File: src/rtl/counter_updown_limit.sv
// Up/down event counter with a runtime upper limit, synchronous load, wrap or
// saturate boundary handling, a combinational terminal-count flag and registered
// overflow/underflow pulses.
module counter_updown_limit #(
  parameter int WIDTH    = 4,
  parameter int RST_VAL  = 0,
  parameter int SAT_MODE = 0
) (
  input  logic             clk,
  input  logic             reset,
  input  logic             en,
  input  logic             up_dn,
  input  logic             load,
  input  logic [WIDTH-1:0] load_val,
  input  logic [WIDTH-1:0] max_val,
  output logic [WIDTH-1:0] count,
  output logic             tc,
  output logic             ovf,
  output logic             unf
);

  localparam logic [WIDTH-1:0] RST_COUNT = WIDTH'(RST_VAL);
  localparam logic [WIDTH-1:0] ONE       = WIDTH'(1);
  localparam bit               SATURATE  = (SAT_MODE != 0);

  logic [WIDTH-1:0] count_nxt;
  logic             ovf_nxt;
  logic             unf_nxt;

  // NOTE: every output of this block is given a default before any branch, so no
  // path can leave a value unassigned and infer a latch.
  always_comb begin
    count_nxt = count;
    ovf_nxt   = 1'b0;
    unf_nxt   = 1'b0;
    if (load) begin
      count_nxt = (load_val > max_val) ? max_val : load_val;
    end else if (en) begin
      if (count > max_val) begin
        // Limit was lowered under us: snap back into range without a pulse.
        count_nxt = max_val;
      end else if (up_dn) begin
        if (count == max_val) begin
          ovf_nxt   = 1'b1;
          count_nxt = SATURATE ? count : '0;
        end else begin
          count_nxt = count + ONE;
        end
      end else begin
        if (count == '0) begin
          unf_nxt   = 1'b1;
          count_nxt = SATURATE ? '0 : max_val;
        end else begin
          count_nxt = count - ONE;
        end
      end
    end
  end

  // NOTE: state registers use non-blocking assignments so every flop samples the
  // pre-edge values, independent of statement order.
  always_ff @(posedge clk or negedge reset) begin
    if (!reset) begin
      count <= RST_COUNT;
      ovf   <= 1'b0;
      unf   <= 1'b0;
    end else begin
      count <= count_nxt;
      ovf   <= ovf_nxt;
      unf   <= unf_nxt;
    end
  end

  assign tc = up_dn ? (count == max_val) : (count == '0);

endmodule

File: config.mk
export PLATFORM = sky130hd
export DESIGN_NAME = counter_updown_limit
export DESIGN_NICKNAME = d
export VERILOG_FILES = /design/src/rtl/counter_updown_limit.sv
export SDC_FILE = /design/constraint.sdc
export NUM_CORES = 1
export LEC_CHECK = 0
export CORE_MARGIN = 2
export CORE_UTILIZATION = 51
export CTS_CLUSTER_DIAMETER = 80
export DETAILED_ROUTE_END_ITERATION = 8
export PLACE_DENSITY_LB_ADDON = 0.05
export SYNTH_ARGS = -nofsm -noshare
export SYNTH_HDL_FRONTEND = slang
export SYNTH_SLANG_ARGS = --single-unit
File: constraint.sdc
create_clock -name clk -period 2.83 [get_ports clk]
set_input_delay 0.566 -clock clk [delete_from_list [all_inputs] [get_ports clk]]
set_output_delay 0.566 -clock clk [all_outputs]
set_load 0.05 [all_outputs]
Yosys cells after proc, flatten, opt, wreduce, memory -nomap -nowiden
Cells that the tools add are included.

cells by class
  reduce and logical (&&, ||, !) cells = 2
  mux-type cells = 18
  order comparisons = 2
  eq/ne operators = 1
  add/sub/neg operators = 2

operators by type and width
  cell                                                                number
  4-bit 2-to-1 mux                                                    7
  1-bit 2-to-1 mux                                                    11
  4-bit greater-than comparator                                       2
  4-bit by 1-bit adder with 4-bit output, second input constant       1
  4-bit equality test                                                 1
  4-bit logical NOT                                                   1
  4-bit by 1-bit subtractor with 4-bit output, second input constant  1
  2-bit nonzero test                                                  1

word-level totals
  output and inout bits = 7
  bits in registers = 6
  input bits = 13
  word-level logic and storage cells = 28

Logic depth before layout (Yosys ltp)
Gate-level depths: netlist (run 1).

  word-level depth = 6
  depth in mapped cells = 7
  mapped depth without buffers = 7

Worst setup path before layout (run 1)
Ideal clock, no wire load.

  kind = reg2out
  start = register count[0]
  end = output port tc
  arrival time = 2015 ps
  required time = 2264 ps
  path buffers = 1
  cell stages (with the launch flop) = 7
  setup slack = 249 ps
  cell sequence = dfrtp_1 > inv_1 > ha_1 > and4_2 > clkbuf_1 > nand2_1 > nand2b_1

between the ends
  longest elaborated chain between the ends = 2
  elaborated cells on any way between the ends = 3
  classes of those cells = eq/ne: 1; mux: 1; reduce/logical: 1

RTL lines
  item                                                             line  text
  from (decl)                                                      16    output logic [WIDTH-1:0] count,
  from (signal assigned)                                           68    count <= count_nxt;
  4-bit equality test / 4-bit logical NOT (equally long branches)  74    assign tc = up_dn ? (count == max_val) : (count == '0);
  1-bit 2-to-1 mux *                                               74
  to (decl)                                                        17    output logic tc,

Mark *: on every way between the ends. The rest lies on a longest branch, timed or not.

Worst setup path after layout (run 1)
  start = input port max_val[2]
  end = output port tc

between the ends
  longest elaborated chain between the ends = 2

RTL lines
  item                 line  text
  from (decl)          15    input logic [WIDTH-1:0] max_val,
  4-bit equality test  74
  1-bit 2-to-1 mux     74

Every way passes these cells.

==> results of run 1 <==
[routing by layer]
| layer | global-route usage, % | up-vias | share of wire [%] |
|---|---|---|---|
| met4 | 9.70 | 0 | 2.1 |
| met1 | 29.7 | 357 | 49 |
| met2 | 33.0 | 30 | 45 |
| met5 | 0 | - | 0 |
| li1 | - | 395 | - |
| met3 | 1.70 | 4 | 4.0 |
[power by group through the flow]
| stage | logic, mW | registers, mW | clock network, mW |
|---|---|---|---|
| floorplan | 0.198 | 0.170 | 0 |
| global placement | 0.343 | 0.131 | 0 |
| detailed placement | 0.347 | 0.131 | 0 |
| CTS | 0.349 | 0.130 | 0.0786 |
| global route | 0.383 | 0.135 | 0.0837 |
| finish | 0.351 | 0.130 | 0.0760 |
[timing repair]
| item | in CTS | in global routing |
|---|---|---|
| setup buffers | 0 | 0 |
| endpoints found under the setup margin | 0 | 1 |
| gates resized for setup | 0 | 1 |
[layout make-up]
| class | count | area share [%] |
|---|---|---|
| multi-input combinational | 78 | 56.2 |
| timing repair buffer | 24 | 22.6 |
| sequential | 6 | 14.3 |
| inverter | 8 | 2.86 |
| clock buffer | 3 | 2.14 |
| tap | 16 | 1.90 |
[how the worst max path moves through the flow]
stage / slack [ps] / to
final: 120 / tc
after global routing: 30 / tc
after CTS: 80 / tc
after detailed placement: 80 / tc
after global placement: 100 / tc
after floorplan: 250 / tc
[state kept, by name (all words and copies together), names as in the netlist]
register,count
count,4
ovf,1
unf,1
[worst register-to-register path: stages, from the launching register on]
cell and delay (ps):
dfrtp_1 580, ha_1 350, a21o_1 220, a211oi_4 340, a21oi_1 110, o32ai_1 290, o211ai_1 110
[metrics by stage]
stage	instances	util, %
detailed placement	132	69.8
global placement	132	69.8
finish	135	71.4
global route	135	71.4
floorplan	94	-
CTS	135	71.3
[cells in the final DEF, fill, tap and decap left out]
| cell | n |
|---|---|
| o31a_2 | 1 |
| mux2_2 | 3 |
| o21ba_2 | 1 |
| or4b_1 | 1 |
| and4_1 | 1 |
| or2_1 | 1 |
| o2111ai_1 | 1 |
| nor4b_4 | 1 |
| a211oi_4 | 1 |
| clkdlybuf4s50_1 | 18 |
| o211ai_1 | 4 |
| o2bb2ai_1 | 1 |
| nand2_1 | 13 |
| o22a_1 | 1 |
| nor2b_1 | 2 |
| and4_4 | 1 |
| clkbuf_4 | 3 |
| nor4_1 | 1 |
| buf_12 | 1 |
| nor2_1 | 9 |
| nor3b_1 | 1 |
| inv_1 | 8 |
| and4b_4 | 1 |
| o32ai_1 | 1 |
| xor2_1 | 1 |
| o221ai_1 | 1 |
| dfrtp_1 | 6 |
| ha_1 | 10 |
| buf_4 | 5 |
| nand2b_1 | 2 |
| a21o_1 | 1 |
| mux2i_1 | 4 |
| nand4_1 | 1 |
| o21ai_0 | 3 |
| a21oi_1 | 9 |
[kinds of logic (layout without fill, tap and decap cells)]
logic type | Yosys count | count (layout) | synth area share [%]
fa+ha+maj | 10 | 10 | 16.1
flops | 6 | 6 | 19.3
mux | 7 | 7 | 9.49
xor+xnor | 1 | 1 | 1.13
compound gates | 25 | 25 | 23.3
simple gates | 35 | 35 | 25.7
buf+inv | 10 | 35 | 4.98
==> out/metrics.cfg, run 1 <==
[outcome]
status = complete, no violations

[worst_setup_path]
worst_setup_path_start_kind = primary input
reg2reg_from = count[2]
endpoint_kind = output port
r2r.worst_path.cells = 6
r2r_slack_ps = 690
crit_family = buffers and inverters
r2r-end = count[1]
cp.depth = 7
crit_buf_inv = 3
worstPathMaxFanout = 6
cp.arrival_ps = 2140
worstPathRequired_ps = 2260
cp_slowest_stage_delay_ps = 550
critPathKind = in -> out
cp_cell_sequence = clkdlybuf4s50_1, inv_1, ha_1, and4_4, nand2_1, nand2b_1, buf_12
critPathLaunch = max_val[2]
cp_slowest_cell = clkdlybuf4s50_1

[timing]
finClkSkew_ps = 0.409
timing.final.ws_setup_ps = 121
max_slew_margin_pct = 66.9
tns_ps = 0
rsz0062_at_grt = no
holdWs_ps = 559
hold_violations = 0
worst_pin_slew_ps = 496
fmax_mhz = 369
fin_crit_ps = 2710
setup_viol = 0
timing.final.crit_share_pct = 95.7
slew_viol_final = 0

[final_layout]
area_growth_pct = 35.0
drive_gt1_share_pct = 15.1
seq_area_um2 = 150
antennaDiodeCount = 0
multiInputGateArea_um2 = 591
post-route-cell-area_um2 = 1050
fin_nets = 144
fillCellCount = 132

[global_routing]
antenna_found_initial = 0
first_global_vias = 692
grt_usage_pct = 21.2
grt_max_degree = 11
grt_pass1_wl_mm = 2.96
grt_remaining_overflow = 0

[clocking]
postCtsHoldBufs = 0
root_buffer = clkbuf_4
cts_sinks = 6
worstSkewPairLatency_ps = 240
cts_buffer_depth = 2
cts_max_level = 1
numCtsBuffers = 3
cts.clk_slew.worst_paths_ps = 40
cts_tree = done

[detailed_routing]
vias_per_cell = 5.82
firstDrtPassIters = 4
drt_first_iter_violations = 22
drc = 0
post_drt_wl_per_cell_um = 13.1
detail-route-antenna-nets = 0
drt_wl_total_mm = 1.77
dr_total_vias = 786

[floorplanning]
die_h_um = 43.1
row_count = 14
core-area_um2 = 1470
chipWidth_um = 43.1
num_io_pins = 20
fp.dieArea_um2 = 1850
initial_core_util_pct = 52.9

[synth]
syn_area_per_cell_um2 = 8.28
synth_top_area_share_pct = 19.3
ys.flop_type = dfrtp_1
ys_async_sr_fraction_pct = 100
ys_types = 33
yosys_warnings = 0
yosysSeqAreaShare_pct = 19.3
yosys-top-cells-count = nand2_1 (13), ha_1 (10), a21oi_1 (9), nor2_1 (9), inv_1 (8)
synth_cells = 94
ys_ff_latch = 6
synth.most_common_cell = nand2_1
synth_area_leader_cell = dfrtp_1
syn_nets = 117
syn_area_um2 = 778
synth-edff-count = 0
ys_top_cells_by_area = dfrtp_1 (19%), ha_1 (16%), nand2_1 (6.3%), a21oi_1 (5.8%), mux2i_1 (5.1%)

[pwr]
combinationalPowerShare_pct = 63.0
seqPwrFrac_pct = 23.4
clockPowerShare_pct = 13.6
p_int_mw = 0.311
power_mw = 0.558
power.leakage_nw = 0.474
netSwitchingFraction_pct = 44.2
p_per_area_nw_per_um2 = 531
peakVddDrop_uv = 264
switchingPower_mw = 0.246

[placed_design]
place_area_um2 = 1030
pre_cts_slack_ps = 83.6
gp_congestion = 0.870
dp_hpwl_mm = 1.44
portBuffers = 19

[worst_hold_path]
holdCritPathClass = in -> async

[run]
max_cap_viol_count = 0

Note: power is estimated with default switching activity, not from simulation.
==> inputs of run 2 (changes only) <==
PLACE_DENSITY = 0.92   (was not set)
PLACE_DENSITY_LB_ADDON = not set   (was 0.05)
==> run 2 against run 1 <==
Core utilization is 1.5 points lower. First-iteration DRC count shrank 45%. Clock power hardly changed. Clock skew rose by 2.5 ps. Largest cell class unchanged. Worst hold slack better by 1.8 ps. Sequential share of layout area is 0.31 points higher.
==> out/metrics.cfg, run 2 (synthesis results as in run 1) <==
[outcome]
status = complete, no violations

[final_layout]
layout_commonest_cell = clkdlybuf4s50_1
area_growth_pct = 32.2
largest_register_ffs = 4
fillCellCount = 120
final_cell_mix = clkdlybuf4s50_1 (18), nand2_1 (13), ha_1 (10)
largest_register = count
fin_nets = 141
largestRegisters = count (4), ovf (1), unf (1)
drive_gt1_share_pct = 12.9
antennaDiodeCount = 0

[pwr]
p_per_area_nw_per_um2 = 544
power.leakage_nw = 0.459
p_int_mw = 0.306
switchingPower_mw = 0.254
seqPwrFrac_pct = 24.5
peakVddDrop_uv = 263
clockPowerShare_pct = 13.6
power_mw = 0.559
netSwitchingFraction_pct = 45.3
combinationalPowerShare_pct = 61.9

[timing]
holdWs_ps = 560
hold_violations = 0
slew_viol_final = 0
finClkSkew_ps = 2.93
setup_viol = 0
fin_crit_ps = 2740
worst_pin_slew_ps = 500
timing.final.crit_share_pct = 96.7
max_slew_margin_pct = 66.5
tns_ps = 0
rsz0062_at_grt = no
timing.final.ws_setup_ps = 94.7
fmax_mhz = 366

[worst_setup_path]
worstPathMaxFanout = 6
worstPathRequired_ps = 2260
worst_setup_path_start_kind = primary input
cp.arrival_ps = 2170
reg2reg_from = count[2]
critPathKind = in -> out
endpoint_kind = output port
critPathLaunch = max_val[2]

[clocking]
post_cts_buffers = 0
numCtsBuffers = 3
postCtsHoldBufs = 0
cts_tree = done
cts_max_level = 1
cts_buffer_depth = 2
cts_sinks = 6
root_buffer = clkbuf_4
cts.clk_slew.worst_paths_ps = 40
worstSkewPairLatency_ps = 240

[detailed_routing]
vias_per_cell = 6.05
drc = 0
dr_total_vias = 799
drt_wl_total_mm = 1.93
firstDrtPassIters = 4
post_drt_wl_per_cell_um = 14.6
detail-route-antenna-nets = 0
drt_first_iter_violations = 12

[worst_hold_path]
holdCritPathClass = in -> async

[floorplanning]
row_count = 14
die_h_um = 43.1
fp.dieArea_um2 = 1850
num_io_pins = 20
core-area_um2 = 1470
initial_core_util_pct = 52.9
chipWidth_um = 43.1

[placed_design]
dp_hpwl_mm = 1.56
gp_congestion = 0.854
portBuffers = 19
pre_cts_slack_ps = 52.0

[global_routing]
grt_pass1_wl_mm = 3.24
antenna_found_initial = 0
grt_max_degree = 11
grt_remaining_overflow = 0
first_global_vias = 738
grt_usage_pct = 23.0

[run]
max_cap_viol_count = 0

==> run 2: cell types whose count changed in the layout (fill, tap and decap cells not counted), sizes merged <==
cell	previous run	this run
buf	6	3
==> run 2: metrics by stage <==
stage	area (um^2)	util [%]	std cells
after floorplan	778	-	94
after global placement	1000	68.3	129
after detailed placement	1000	68.3	129
after CTS	1030	69.8	132
after global routing	1030	69.9	132
final	1030	69.9	132
==> run 2: per-layer routing <==
layer | vias up | global-route usage (%) | part of all wire [%] | wire (um)
li1 | 391 | - | - | -
met1 | 373 | 27.5 | 43 | 835
met2 | 33 | 41.2 | 51 | 983
met3 | 2 | 2.55 | 4.9 | 95
met4 | 0 | 9.09 | 0.98 | 19
met5 | - | 0 | 0 | 0
==> run 2: path summary, 6_finish.rpt <==
kind | to | slack, ps | depth (start not counted)
worst max-delay path | tc | 90 | 7
worst min-delay path | unf | 560 | 1
worst max register to register | count[1] | 610 | 6
worst min register to register | count[1] | 720 | 2
max in group asynchronous | count[3] | 2060 | 1
min in group clk | count[1] | 720 | 2
==> run 2: layout make-up <==
type                            instances  area, um^2  share of cell area [%]
Sequential cell                         6         150                    14.6
Timing Repair Buffer                   21         215                    20.9
Tap cell                               16        20.0                    1.95
Multi-Input combinational cell         78         591                    57.4
Inverter                                8        30.0                    2.92
Clock buffer                            3        22.5                    2.19
==> run 2: timing repair <==
item / in CTS / in global routing
gates resized for setup: 0 / 1
endpoints found under the hold margin: 0 / 0
endpoints found under the setup margin: 0 / 1
==> run 2: critical path, stage by stage <==
cell and delay, ps:
clkdlybuf4s50_1 550, inv_1 80, ha_1 340, and4_4 280
nand2_1 80, nand2b_1 120, buf_12 150
==> run 2: power groups by stage <==
stage	registers [mW]	logic [mW]	clock network, mW
after floorplan	0.170	0.198	0
after global placement	0.135	0.329	0
after detailed placement	0.138	0.339	0
after CTS	0.136	0.340	0.0786
after global routing	0.140	0.373	0.0787
final	0.137	0.346	0.0763
